--- src/rtl/wb_master_if.sv ---
// Command/response port and strobe/ack peripheral bus of wb_master, bundled into one interface.
// The master modport is the initiator's view; slave is the sequencer-plus-responder side.
interface wb_master_if;
    logic       cmd_valid;
    logic       cmd_ready;
    logic       cmd_write;
    logic [1:0] cmd_addr;
    logic [7:0] cmd_wdata;
    logic       rsp_valid;
    logic [7:0] rsp_data;
    logic       rsp_err;
    logic [1:0] wb_addr;
    logic [7:0] wb_data_out;
    logic [7:0] wb_data_in;
    logic       wb_we;
    logic       wb_clk;
    logic       wb_stb;
    logic       wb_ack;

    modport master (
        input  cmd_valid, cmd_write, cmd_addr, cmd_wdata, wb_data_in, wb_ack,
        output cmd_ready, rsp_valid, rsp_data, rsp_err,
               wb_addr, wb_data_out, wb_we, wb_clk, wb_stb
    );

    modport slave (
        output cmd_valid, cmd_write, cmd_addr, cmd_wdata, wb_data_in, wb_ack,
        input  cmd_ready, rsp_valid, rsp_data, rsp_err,
               wb_addr, wb_data_out, wb_we, wb_clk, wb_stb
    );
endinterface

--- src/rtl/wb_master.sv ---
// Single-outstanding strobe/ack bus initiator with a per-phase timeout so a dead responder
// cannot hang the requester. Bus direction uses the peripheral encoding (wb_we: 0 = write).
module wb_master #(
    parameter int unsigned TIMEOUT = 255
) (
    input  logic        clk,
    input  logic        reset,
    wb_master_if.master bus
);
    localparam int unsigned TW = $clog2(TIMEOUT + 1);
    localparam logic [TW-1:0] TMAX = TW'(TIMEOUT);

    typedef enum logic [2:0] {IDLE, REQ, REL, ABORT, DONE} state_t;

    state_t        state;
    logic [TW-1:0] timer;
    logic [1:0]    addr_q;
    logic [7:0]    wdata_q;
    logic          we_q;
    logic          stb_q;
    logic          clk_q;
    logic          rsp_valid_q;
    logic          rsp_err_q;
    logic [7:0]    rsp_data_q;
    logic          cmd_ready;

    // A lingering ack from the previous transfer must clear before a new strobe goes out.
    assign cmd_ready       = (state == IDLE) && !bus.wb_ack;
    assign bus.cmd_ready   = cmd_ready;
    assign bus.wb_addr     = addr_q;
    assign bus.wb_data_out = wdata_q;
    assign bus.wb_we       = we_q;
    assign bus.wb_stb      = stb_q;
    assign bus.wb_clk      = clk_q;
    assign bus.rsp_valid   = rsp_valid_q;
    assign bus.rsp_err     = rsp_err_q;
    assign bus.rsp_data    = rsp_data_q;

    always_ff @(posedge clk or posedge reset) begin
        if (reset) begin
            state       <= IDLE;
            timer       <= '0;
            addr_q      <= '0;
            wdata_q     <= '0;
            we_q        <= 1'b0;
            stb_q       <= 1'b0;
            clk_q       <= 1'b0;
            rsp_valid_q <= 1'b0;
            rsp_err_q   <= 1'b0;
            rsp_data_q  <= 8'h00;
        end else begin
            case (state)
                IDLE: begin
                    if (bus.cmd_valid && cmd_ready) begin
                        addr_q  <= bus.cmd_addr;
                        wdata_q <= bus.cmd_wdata;
                        we_q    <= !bus.cmd_write;
                        stb_q   <= 1'b1;
                        clk_q   <= 1'b1;
                        timer   <= '0;
                        state   <= REQ;
                    end
                end
                REQ: begin
                    if (bus.wb_ack) begin
                        if (we_q)
                            rsp_data_q <= bus.wb_data_in;
                        clk_q <= 1'b0;
                        timer <= '0;
                        state <= REL;
                    end else if (timer == TMAX) begin
                        state <= ABORT;
                    end else begin
                        timer <= timer + 1'b1;
                    end
                end
                REL: begin
                    // Ack was high when we entered; only a later low level completes the transfer.
                    if (!bus.wb_ack) begin
                        stb_q       <= 1'b0;
                        rsp_valid_q <= 1'b1;
                        rsp_err_q   <= 1'b0;
                        state       <= DONE;
                    end else if (timer == TMAX) begin
                        state <= ABORT;
                    end else begin
                        timer <= timer + 1'b1;
                    end
                end
                ABORT: begin
                    stb_q       <= 1'b0;
                    clk_q       <= 1'b0;
                    rsp_valid_q <= 1'b1;
                    rsp_err_q   <= 1'b1;
                    state       <= DONE;
                end
                DONE: begin
                    rsp_valid_q <= 1'b0;
                    rsp_err_q   <= 1'b0;
                    state       <= IDLE;
                end
                default: state <= IDLE;
            endcase
        end
    end

    // The transfer-phase strobe only ever rises inside a selected cycle.
    a_clk_in_stb: assert property (@(posedge clk) disable iff (reset) clk_q |-> stb_q);
    a_err_qual:   assert property (@(posedge clk) disable iff (reset) rsp_err_q |-> rsp_valid_q);
endmodule

--- src/flat_wrapper.sv ---
// flat-port wrapper written by rule: the top's interface ports become plain ports
module wb_master_flat 
#(
    parameter int unsigned TIMEOUT = 255
)
  (clk, reset, bus_cmd_valid, bus_cmd_write, bus_cmd_addr, bus_cmd_wdata, bus_wb_data_in, bus_wb_ack, bus_cmd_ready, bus_rsp_valid, bus_rsp_data, bus_rsp_err, bus_wb_addr, bus_wb_data_out, bus_wb_we, bus_wb_clk, bus_wb_stb);
  wb_master_if bus_i ();
  input  logic clk;
  input  logic reset;
  input wire logic [$bits(bus_i.cmd_valid)-1:0] bus_cmd_valid;
  input wire logic [$bits(bus_i.cmd_write)-1:0] bus_cmd_write;
  input wire logic [$bits(bus_i.cmd_addr)-1:0] bus_cmd_addr;
  input wire logic [$bits(bus_i.cmd_wdata)-1:0] bus_cmd_wdata;
  input wire logic [$bits(bus_i.wb_data_in)-1:0] bus_wb_data_in;
  input wire logic [$bits(bus_i.wb_ack)-1:0] bus_wb_ack;
  output wire logic [$bits(bus_i.cmd_ready)-1:0] bus_cmd_ready;
  output wire logic [$bits(bus_i.rsp_valid)-1:0] bus_rsp_valid;
  output wire logic [$bits(bus_i.rsp_data)-1:0] bus_rsp_data;
  output wire logic [$bits(bus_i.rsp_err)-1:0] bus_rsp_err;
  output wire logic [$bits(bus_i.wb_addr)-1:0] bus_wb_addr;
  output wire logic [$bits(bus_i.wb_data_out)-1:0] bus_wb_data_out;
  output wire logic [$bits(bus_i.wb_we)-1:0] bus_wb_we;
  output wire logic [$bits(bus_i.wb_clk)-1:0] bus_wb_clk;
  output wire logic [$bits(bus_i.wb_stb)-1:0] bus_wb_stb;
  assign bus_i.cmd_valid = bus_cmd_valid;
  assign bus_i.cmd_write = bus_cmd_write;
  assign bus_i.cmd_addr = bus_cmd_addr;
  assign bus_i.cmd_wdata = bus_cmd_wdata;
  assign bus_i.wb_data_in = bus_wb_data_in;
  assign bus_i.wb_ack = bus_wb_ack;
  assign bus_cmd_ready = bus_i.cmd_ready;
  assign bus_rsp_valid = bus_i.rsp_valid;
  assign bus_rsp_data = bus_i.rsp_data;
  assign bus_rsp_err = bus_i.rsp_err;
  assign bus_wb_addr = bus_i.wb_addr;
  assign bus_wb_data_out = bus_i.wb_data_out;
  assign bus_wb_we = bus_i.wb_we;
  assign bus_wb_clk = bus_i.wb_clk;
  assign bus_wb_stb = bus_i.wb_stb;
  wb_master #(.TIMEOUT(TIMEOUT)) u_core (.clk(clk), .reset(reset), .bus(bus_i));
endmodule
--- config.mk ---
export PLATFORM = sky130hd
export DESIGN_NAME = wb_master_flat
export DESIGN_NICKNAME = d
export VERILOG_FILES = /design/src/rtl/wb_master_if.sv /design/src/rtl/wb_master.sv /design/src/flat_wrapper.sv
export SDC_FILE = /design/constraint.sdc
export NUM_CORES = 1
export LEC_CHECK = 0
export CAP_MARGIN = 40
export CORE_UTILIZATION = 48
export CTS_BUF_LIST = sky130_fd_sc_hd__clkbuf_8
export DETAILED_ROUTE_END_ITERATION = 10
export HOLD_SLACK_MARGIN = 0.1
export PLACE_DENSITY = 0.84
export SLEW_MARGIN = 20
export SYNTH_ARGS = -nofsm -noshare
export SYNTH_HDL_FRONTEND = slang
export SYNTH_SLANG_ARGS = --single-unit
--- constraint.sdc ---
create_clock -name clk -period 2.9 [get_ports clk]
set_clock_uncertainty 0.2 [all_clocks]
set_input_delay 0.29 -clock clk [delete_from_list [all_inputs] [get_ports clk]]
set_output_delay 0.29 -clock clk [all_outputs]
set_load 0.02 [all_outputs]
Word level (Yosys, flattened, before mapping). Cells that the tools add are included.

Register bits: 34. Input bits: 23. Output and inout bits: 24. Word-level logic and storage cells: 53.

Add/sub/neg operators: 1. Equality and inequality tests: 9. Mux-type cells: 18. Reduce and logical (&&, ||, !) cells: 15.

Operator list (number): 2-to-1 mux 8 bit (4); case mux 8 bit (3 select lines) (1); 2-to-1 mux 3 bit (4); case mux 1 bit (3 select lines) (4); case mux 3 bit (4 select lines) (1); AND reduction 3 bit (4); nonzero test 3 bit (4); adder 8 x 1 -> 8 bit, second input constant (1); == test 8 bit, second input constant (1); inequality test 2 bit, second input constant (4); == test 3 x 2 -> 1 bit, second input constant (2); 2-to-1 mux 1 bit (4); AND reduction 2 bit (2); == test 3 x 1 -> 1 bit, second input constant (1); == test 3 bit, second input constant (1); logical NOT 3 bit (1); logical AND 1 bit (2); logical NOT 1 bit (2).

Depth between registers and ports, before layout. Gate-level depths: netlist (run 1).

Depth in word-level cells: 5. Mapped depth: 7. Depth with buffers taken out: 6.

Worst setup path before layout (run 1). Ideal clock, no wire load.

Path kind: register -> register. From: register u_core.state[1]. To: register u_core.addr_q[0] (netlist: u_core.bus.wb_addr[0]). Setup time: 0.125 ns. Arrival time: 2.025 ns. Data required time: 2.575 ns. Path slack: 0.550 ns. Stages on the path, launching flop included: 7. Buffers on the path: 2. Clock period less this slack: 2.350 ns. Cell sequence: dfrtp_1 buf_2 or2_2 nor3_1 nand2_1 buf_2 mux2_2.

Word-level cells in the longest chain between the ends: 4.

Ends and longest elaborated chain: start, declared (RTL line wb_master.sv:15) `state_t state;`; start signal, assigned (RTL line wb_master.sv:41) `state <= IDLE;`; start signal, assigned (RTL line wb_master.sv:61) `state <= REQ;`; start signal, assigned (RTL line wb_master.sv:70) `state <= REL;`; logical NOT 3 bit (RTL line wb_master.sv:28) `assign cmd_ready = (state == IDLE) && !bus.wb_ack;`; logical AND 1 bit (RTL line wb_master.sv:28); net bus_cmd_ready (RTL line flat_wrapper.sv:16) `output wire logic [$bits(bus_i.cmd_ready)-1:0] bus_cmd_ready;`; logical AND 1 bit (RTL line wb_master.sv:54) `if (bus.cmd_valid && cmd_ready) begin`; AND reduction 2 bit (no source line); end signal, assigned (RTL line wb_master.sv:55) `addr_q <= bus.cmd_addr;`; end, declared (RTL line wb_master.sv:17) `logic [1:0] addr_q;`.

The timed path passes the listed nets, and every way through them passes these cells. A chain may end at the register's enable or synchronous reset.

Final worst setup path (run 1).
From: register u_core.state[2]. To: output port bus_cmd_ready.

Word-level cells in the longest chain between the ends: 2.

Ends and longest elaborated chain (RTL line): logical NOT 3 bit (wb_master.sv:28); logical AND 1 bit (wb_master.sv:28); end, declared (flat_wrapper.sv:16).

Every way passes these cells.

==> impl_metrics.json, run 1 <==
{
  "fmax_ghz": 0.389,
  "crit_type": "reg -> out",
  "clk_path_buf_depth": 2,
  "grt_pass1_vias": 1220,
  "pre_cts_ws_ps": 385,
  "worstPathArrival_ps": 2080,
  "met1_usage_pct": 24.9,
  "cts-buffers-inserted": 5,
  "dp_hpwl_mm": 2.44,
  "seq_area_um2": 851,
  "cp-end-kind": "output port",
  "postSynthCellCount": 137,
  "areaGrowthSynthToFinish_pct": 38.4,
  "finalNetCount": 210,
  "grt_max_degree": 35,
  "cts-htree-levels": 2,
  "totalPowerFinal_mw": 1.82,
  "start_kind": "flip-flop",
  "yosysTopAreaCell": "dfrtp_1",
  "ir_drop_mv": 0.603,
  "dieHeight_um": 58.3,
  "io_buffers": 46,
  "outcome": "finished, final reports clean",
  "critPathMaxFanout": 12,
  "setup_violations": 0,
  "wl_mm": 3.35,
  "globalplace.congestion": 0.805,
  "drc": 0,
  "synth_warnings": 0,
  "cts_hold_buf": 0,
  "die_area_um2": 3400,
  "start_util_pct": 50.3,
  "syn_nets": 161,
  "power.density_nw_per_um2": 865,
  "rows": 20,
  "synth_edf_count": 0,
  "synth_cell_types": 31,
  "drive_gt1_share_pct": 16.6,
  "top_usage_layer": "met2",
  "cts_resized": 0,
  "setup_ws_ps": 330,
  "critical-path-top-delay-family": "buffers and inverters",
  "clkSlewWorstSetupHoldPaths_ps": 70,
  "cts_tree": "done",
  "drtIter0Drc": 50,
  "post-cts-setup-buffers": 0,
  "min_period_over_period_pct": 88.6,
  "finalHoldViolCount": 0,
  "cp.required_ps": 2410,
  "critPathSlowestCell": "clkdlybuf4s50_1",
  "ctsRootBufferMaster": "clkbuf_8",
  "synth-main-ff-cell": "dfrtp_1",
  "core_area_um2": 3030,
  "chipWidth_um": 58.3,
  "io_pins": 47,
  "grtUsageMet3_pct": 9.89,
  "slew_viol_final": 0,
  "hold_class": "in -> async",
  "multi_input_area_um2": 626,
  "grt_overflow_total": 0,
  "antenna_cells": 0,
  "tightest_slew_ps": 488,
  "ant_nets": 0,
  "antenna_found_initial": 0,
  "cp_cell_sequence": "or2_2 > nor3_1 > clkdlybuf4s50_1",
  "synth_area_um2": 1520,
  "synthArstFlopShare_pct": 100,
  "max_slew_margin_pct": 67.4,
  "vias": 1238,
  "wl_per_cell_um": 14.5,
  "finalSetupTns_ps": 0,
  "grt_pass1_wl_mm": 5.43,
  "power.leakage_nw": 0.902,
  "rsz0062_at_grt": "no",
  "gr-usage-all-layers_pct": 21.7,
  "clk_latency_ps": 280,
  "critPathMaxStageDelay_ps": 670,
  "maxCapViolations": 0,
  "viasPerCell": 5.36,
  "num-fill-cells": 213,
  "netlist.area_leader.share_pct": 55.8,
  "postSynthRegisterBits": 34,
  "synth_area_per_cell_um2": 11.1,
  "use_met2_pct": 36.3,
  "cp_num_buf_inv": 1,
  "yosysSeqAreaShare_pct": 55.8,
  "min_period_ps": 2570,
  "drtPass1Iterations": 5,
  "synthTopCellsByArea": "dfrtp_1 (56%), mux2_2 (13%), a21oi_1 (5.6%)",
  "cts.sink_count": 34
}
-- routing by layer --
layer / share of wire (%) / up-vias
li1: - / 584
met1: 38 / 598
met2: 51 / 50
met3: 8.9 / 6
met4: 1.6 / 0
met5: 0 / -
-- stage by stage --
step / hold WS [ps] / cells / area (um^2) / utilization [%]
after floorplan: 202 / 137 / 1520 / -
after global placement: 288 / 223 / 2020 / 66.7
after detailed placement: 294 / 223 / 2020 / 66.7
after CTS: 220 / 231 / 2110 / 69.7
after global routing: 257 / 231 / 2110 / 69.7
final: 211 / 231 / 2110 / 69.7
-- worst register-to-register path: cells and delay by family (launching register included) --
kind	cells	cell delay, ps
AO/OA/AOI/OAI	2	460
adder cells (fa/ha/maj)	1	240
flip-flops	1	400
AND/OR/NAND/NOR	3	890
-- area by class of cell --
| cell class | instances | share of cell area [%] |
|---|---|---|
| well taps | 44 | 2.61 |
| inverters | 5 | 0.890 |
| clock buffers | 6 | 3.91 |
| repair buffers | 47 | 22.2 |
| multi-input cells | 93 | 29.7 |
| flip-flops and latches | 34 | 40.3 |
| clock inverters | 2 | 0.415 |
-- cell usage after synthesis, types with 2 or more instances --
cell and n:
or3_1 3, and4_1 2, clkbuf_1 2, buf_2 2, nand2_1 12, o21ai_0 6, nor3_1 3, and2_1 2
inv_1 4, nand3_1 4, dfrtp_1 34, or2_2 2, a21oi_1 17, mux2_2 18, mux2i_1 2, nor2_1 9
-- power breakdown --
part	leakage, nW	internal, mW	switching, mW
registers	0.424	0.628	0.100
logic	0.425	0.386	0.357
clock network	0.0524	0.188	0.165
-- state kept, by name, indices dropped and copies added (netlist names) --
name / cells
u_core.bus.wb_stb: 1
u_core.bus.wb_data_out: 8
u_core.bus.rsp_data: 8
u_core.bus.wb_we: 1
u_core.bus.wb_addr: 2
u_core.bus.wb_clk: 1
u_core.timer: 8
u_core.bus.rsp_err: 1
u_core.state: 3
u_core.bus.rsp_valid: 1
-- cells in the final DEF (no fill, tap or decap), drive strengths merged, types with 2 or more instances in the layout --
cell           count
mux2              18
nand2             12
or3                3
clkbuf             6
or2                2
a21oi             17
inv                6
clkdlybuf4s50     46
nand3              4
mux2i              2
dfrtp             34
o21ai              6
and2               2
nor2               9
and4               2
nor3               3
-- cells by family after synthesis --
logic type | synth area share (%)
compound gates | 10.3
xor+xnor | 0.575
fa+ha+maj | 0.821
buf+inv | 3.12
flops | 55.8
mux | 14.6
simple gates | 14.8
-- worst paths after layout --
kind,startpoint,endpoint,slack (ps),depth (start not counted)
worst max-delay path,u_core.state[2],bus_cmd_ready,330,3
worst min-delay path,reset,u_core.bus.rsp_data[3],210,3
worst max register to register,u_core.timer[0],u_core.timer[5],640,6
worst min register to register,u_core.bus.rsp_data[4],u_core.bus.rsp_data[4],310,1
max in group asynchronous,reset,u_core.timer[2],1990,3
min in group clk,u_core.bus.rsp_data[4],u_core.bus.rsp_data[4],310,1
(Power assumes the default switching activity.)
==> run 2, diff against run 1 <==
Settings changed: CAP_MARGIN 40 to unset.
==> results of run 2 <==
The final DEF is identical to that of run 1; final timing and power are the same.
==> edit 1 (flow settings as in run 2) <==
`TIMEOUT` is set to 255 in 2 places; all go to 510.
--- a/src/rtl/wb_master.sv
+++ b/src/rtl/wb_master.sv
@@ -3,3 +3,3 @@
 module wb_master #(
-    parameter int unsigned TIMEOUT = 255
+    parameter int unsigned TIMEOUT = 510
 ) (
--- a/src/flat_wrapper.sv
+++ b/src/flat_wrapper.sv
@@ -3,3 +3,3 @@
 #(
-    parameter int unsigned TIMEOUT = 255
+    parameter int unsigned TIMEOUT = 510
 )
Function: same outputs for any inputs over 10 cycles, from zero or initial values and one cycle with reset high; that may be too few to reach the edited logic, so the function may still have changed.
==> edit 1 against run 2 <==
  * Area after synthesis is 7.6% higher
  * Critical endpoint unchanged
  * Non-clock buffer count is 1 higher
  * Maximum frequency is 7.6% higher
  * Synthesized cell count is 5.8% higher
  * Worst setup slack better by 180 ps
  * Final cell count is 3.0% higher
  * Routed wire length is 9.9% higher
  * Global-route usage is 2.4 points higher
  * Cell area is 5.3% higher
  * First-iteration DRC count is 62% higher
  * Critical path depth stayed put
  * Power is 2.5% higher
  * Core utilization is 0.81 points higher
  * Sequential cell count is 1 higher
==> edit 1: results (changes against run 2) <==
stage;metric;value;unit;change
outcome;status;completed;;
final_layout;diodes;0;;unchanged
clocking;cts_buffers;5;;unchanged
sta;min_period_over_period;82.4;%;-6.3 points
final_layout;drive_above_1_share;17.5;%;+0.95 points
setup_path;path_delay_family;buffers and inverters;;
synth;synth_seq_area_share;53.4;%;-2.4 points
routing;wl_met1;1.44;mm;+12%
setup_path;critPathCapture;bus_cmd_ready;;
synth;syn-num-nets;170;;+5.6%
clocking;hold_buffers;1;;+1
global_routing;grt_max_degree;29;;-17%
global_routing;antenna_found_initial;0;;unchanged
sta;hold_slack;307;ps;+95.4 ps
clocking;cts.clk_slew.worst_paths;70;ps;about the same
sta;worst_pin_slew;486;ps;-1.93 ps
clocking;post_cts_buffers;0;;unchanged
setup_path;r2r_setup_slack;830;ps;+190 ps
routing;wl_met2;1.86;mm;+8.9%
placement;gp_congestion;0.870;;+8.1%
routing;dr.pass1.iters;4;;-1
power;vdd.ir_drop.worst;556;uV;-7.9%
power;leakage;0.943;nW;+4.6%
setup_path;r2r_cells;5;;-1
clocking;clk_latency;290;ps;
setup_path;regToRegStartpoint;u_core.state[0];;
final_layout;largest_register_ffs;9;;
setup_path;critPathArrivalTime;1900;ps;-180 ps
global_routing;grt_pass1_wl;6.23;mm;+15%
synth;ys_top_cells_by_count;35 x dfrtp_1, 18 x mux2_2, 13 x a21oi_1;;
global_routing;gr-usage-all-layers;24.1;%;+2.4 points
setup_path;startpoint;bus_wb_ack;;
placement;io_buffer_count;46;;unchanged
min_path;hp-class;flip-flop to flip-flop;;
final_layout;fillCellCount;236;;+11%
placement;hpwl;2.75;mm;+13%
setup_path;crit_slowest_cell;clkdlybuf4s50_1;;
sta;fin_setup_tns;0;ps;unchanged
setup_path;r2r-end;u_core.timer[5];;
global_routing;grt_pass1_vias;1394;;+14%
synth;synth.distinct_cells;36;;+16%
routing;wl_met3;273;um;-8.1%
final_layout;nNetsFinal;219;;+4.3%
synth;async_reset_ff_share;100;%;unchanged
synth;synthTopCellsByArea;dfrtp_1 53%, mux2_2 12%, a21oi_1 4.0%, o21ai_0 2.7%, nor2_1 2.5%;;
placement;pre_cts_slack;390;ps;+4.61 ps
routing;vias_per_cell;5.53;;+3.1%
routing;drt_iter0_drc;81;;+62%
setup_path;cp_max_fo;12;;unchanged
power;swShare;35.4;%;+1.3 points
routing;wl_per_cell;15.5;um;+6.6%
routing;top_layer;met4;;
[edit 1: cell count changes after synthesis, sizes merged, moves of 2 or more]
cell / change
a211oi: +2
a21oi: -4
and4: -2
buf: +3
clkbuf: -2
nand2: -5
nand4: +5
nor2: +2
o21ai: +5
xnor2: +3
[edit 1: routing by layer]
layer	global-route usage, %	vias to the layer above
li1	-	613
met1	27.5	641
met2	37.8	49
met3	9.38	12
met4	15.6	0
met5	0	-
[edit 1: through the flow]
step	instance area [um^2]	std cells
after floorplan	1640	145
after global placement	2130	230
after detailed placement	2130	230
after CTS	2220	238
after global routing	2220	238
final	2220	238
[edit 1: cells by family (layout without fill, tap and decap cells)]
kind of cell             count (synthesis)  after routing  synth area share [%]
AO/OA/AOI/OAI                           31             31                  11.1
XOR/XNOR                                 3              3                  1.60
AND/OR/NAND/NOR                         45             45                  16.5
buffers and inverters                   10             59                  2.97
flip-flops                              35             35                  53.4
multiplexers                            19             19                  13.0
adder cells (fa/ha/maj)                  2              2                  1.53
[edit 1: final cells by class]
| cell class | count | area [um^2] | share of cell area [%] |
|---|---|---|---|
| inverters | 4 | 15.0 | 0.676 |
| repair buffers | 48 | 478 | 21.5 |
| flip-flops and latches | 35 | 876 | 39.4 |
| multi-input cells | 100 | 716 | 32.2 |
| clock inverters | 2 | 13.8 | 0.619 |
| well taps | 44 | 55.1 | 2.48 |
| clock buffers | 5 | 68.8 | 3.10 |
[edit 1: how the worst min path moves through the flow]
stage | from | to | depth (start not counted)
3_5_place_dp | u_core.bus.wb_addr[0] | u_core.bus.wb_addr[0] | 1
4_1_cts | u_core.bus.wb_addr[0] | u_core.bus.wb_addr[0] | 1
5_1_grt | u_core.bus.wb_addr[0] | u_core.bus.wb_addr[0] | 1
6_report | u_core.bus.wb_addr[0] | u_core.bus.wb_addr[0] | 1
3_3_place_gp | u_core.bus.wb_stb | u_core.bus.wb_stb | 2
2_1_floorplan | bus_cmd_write | u_core.bus.wb_we | 1
[edit 1: power by group through the flow]
stage	clock network [mW]	registers [mW]	logic, mW
floorplan	0	0.906	0.261
global placement	0	0.759	0.739
detailed placement	0	0.777	0.762
CTS	0.348	0.769	0.771
global route	0.367	0.789	0.820
finish	0.336	0.770	0.764
[edit 1: worst reg2reg max path, delay by kind of cell (launching register included)]
| kind | cells | cell delay (ps) |
|---|---|---|
| AOI/OAI and AO/OA | 3 | 660 |
| DFF | 1 | 520 |
| and+or+nand+nor | 1 | 440 |
| buffers and inverters | 1 | 120 |
==> edit 2 (settings of run 2) <==
Made on the original files. Make the reset (`reset`) synchronous in one clocked block.
--- a/src/rtl/wb_master.sv
+++ b/src/rtl/wb_master.sv
@@ -38,3 +38,3 @@
 
-    always_ff @(posedge clk or posedge reset) begin
+    always_ff @(posedge clk) begin
         if (reset) begin
Function: differs if reset is asserted again (counterexample within 4 cycles, from zero or initial values and one cycle with reset high); with reset held inactive, the same outputs for 10 cycles.
==> edit 2 against run 2 <==
  * Routed wire length is 3.9% higher
  * Global-route usage is 0.25 points higher
  * Worst setup slack better by 150 ps
  * Via count is 15% higher
  * Sequential cell count stayed put
  * Cell area is 0.77% lower
  * Area after synthesis hardly changed
Power is not compared: it rests on default switching activity, and its combinational part moved more than twofold at a synthesized area within 25%.
==> edit 2: results (changes against run 2) <==
stage;metric;value;unit;change
synth;syn-num-nets;201;;+25%
min_path;min_to;u_core.bus.wb_data_out[4];;
global_routing;antenna_found_initial;0;;unchanged
routing;dr.pass1.iters;4;;-1
sta;worst_pin_slew;558;ps;+69.6 ps
power;power_switching;0.244;mW;
setup_path;crit_slowest_cell;clkdlybuf4s50_1;;
routing;drt_iter0_drc;43;;-14%
global_routing;grt_max_degree;19;;-46%
outcome;status;completed;;
placement;pre_cts_slack;678;ps;+293 ps
setup_path;r2r_setup_slack;920;ps;+280 ps
clocking;post_cts_buffers;0;;unchanged
power;pwr-share-seq;50.4;%;
routing;vias_per_cell;5.34;;-0.34%
synth;synth.distinct_cells;40;;+29%
final_layout;diodes;0;;unchanged
clocking;h-tree-depth;2;;unchanged
synth;synth_seq_area_share;44.7;%;-11 points
placement;io_buffer_count;46;;unchanged
final_layout;nNetsFinal;246;;+17%
power;vdd.ir_drop.worst;499;uV;
setup_path;cp_max_fo;14;;+2
placement;dpl-instance-area;2000;um^2;-0.81%
clocking;clk_latency;280;ps;about the same
min_path;min-delay-start;u_core.bus.wb_data_out[4];;
setup_path;critPathCapture;bus_cmd_ready;;
final_layout;drive_above_1_share;6.28;%;-10 points
setup_path;r2r_cells;4;;-2
setup_path;critPathArrivalTime;1930;ps;-150 ps
placement;hpwl;2.61;mm;+7.0%
synth;synth_ff_type;dfxtp_1;;
sta;min_period_over_period;83.3;%;-5.3 points
synth;synthTopCellsByArea;dfxtp_1 45%, mux2i_1 7.9%, nand2_1 7.9%, a21oi_1 6.2%, nor2_1 3.5%;;
clocking;cts.path.max_buffers;2;;unchanged
final_layout;fillCellCount;250;;+17%
synth;yosysWarnings;0;;unchanged
min_path;hp-class;flip-flop to flip-flop;;
clocking;cts_resized;0;;unchanged
routing;routed_wl;3.48;mm;+3.9%
power;clkPwrFrac;35.5;%;
placement;gp_congestion;0.818;;+1.7%
synth;async_reset_ff_share;0;%;-100 points
setup_path;startpoint;u_core.state[2];;
final_layout;seqCellArea;681;um^2;-20%
setup_path;cpPeakStageDelay;700;ps;+30 ps
global_routing;gr-usage-all-layers;22.0;%;+0.25 points
clocking;cts.clk_slew.worst_paths;60;ps;
min_path;hold_depth;2;;
clocking;cts_root_buf;clkbuf_8;;
global_routing;grt_pass1_wl;5.69;mm;+4.8%
clocking;cts_buffers;5;;unchanged
setup_path;regToRegStartpoint;u_core.state[0];;
power;pg_clk;0.350;mW;
global_routing;grt_pass1_vias;1358;;+11%
synth;ys_top_cells_by_count;34 x dfxtp_1, 32 x nand2_1, 19 x a21oi_1;;
setup_path;r2r-end;u_core.bus.rsp_data[5];;
power;leakage;0.716;nW;
-- edit 2: cell count changes in the layout (fill, tap and decap cells not counted), moves of 6 or more --
cell,change
nand2_1,+20
mux2i_1,+10
dfrtp_1,-34
mux2_2,-18
nand2b_1,+6
dfxtp_1,+34
-- edit 2: worst max-delay path: cells and delay by family, from the launching register on --
family	cells	cell delay (ps)
flops	1	470
simple gates	1	480
buf+inv	1	700
-- edit 2: layer usage --
layer | vias up | wire (um) | share of wire [%] | track usage (%)
li1 | 713 | - | - | -
met1 | 662 | 1450 | 42 | 25.1
met2 | 45 | 1810 | 52 | 39.2
met3 | 6 | 176 | 5.1 | 5.05
met4 | 0 | 48 | 1.4 | 9.52
met5 | - | 0 | 0 | 0
-- edit 2: cell families (layout without fill, tap and decap cells) --
group	Yosys count	after routing	share of synthesized area [%]
AND/OR/NAND/NOR	72	72	23.1
AO/OA/AOI/OAI	46	46	19.6
flip-flops	34	34	44.7
multiplexers	12	12	7.89
buffers and inverters	12	58	3.86
adder cells (fa/ha/maj)	1	1	0.822
-- edit 2: metrics by stage --
| stage | hold slack [ps] | cells |
|---|---|---|
| 5_1_grt | 289 | 267 |
| 4_1_cts | 257 | 267 |
| 3_5_place_dp | 247 | 259 |
| 6_report | 255 | 267 |
| 2_1_floorplan | 186 | 177 |
| 3_3_place_gp | 242 | 259 |
-- edit 2: final cells by class --
| class | count | share of cell area [%] |
|---|---|---|
| tap | 44 | 2.63 |
| clock buffer | 6 | 3.95 |
| timing repair buffer | 48 | 22.7 |
| inverter | 2 | 0.359 |
| sequential | 34 | 32.5 |
| clock inverter | 2 | 0.418 |
| multi-input combinational | 131 | 37.4 |
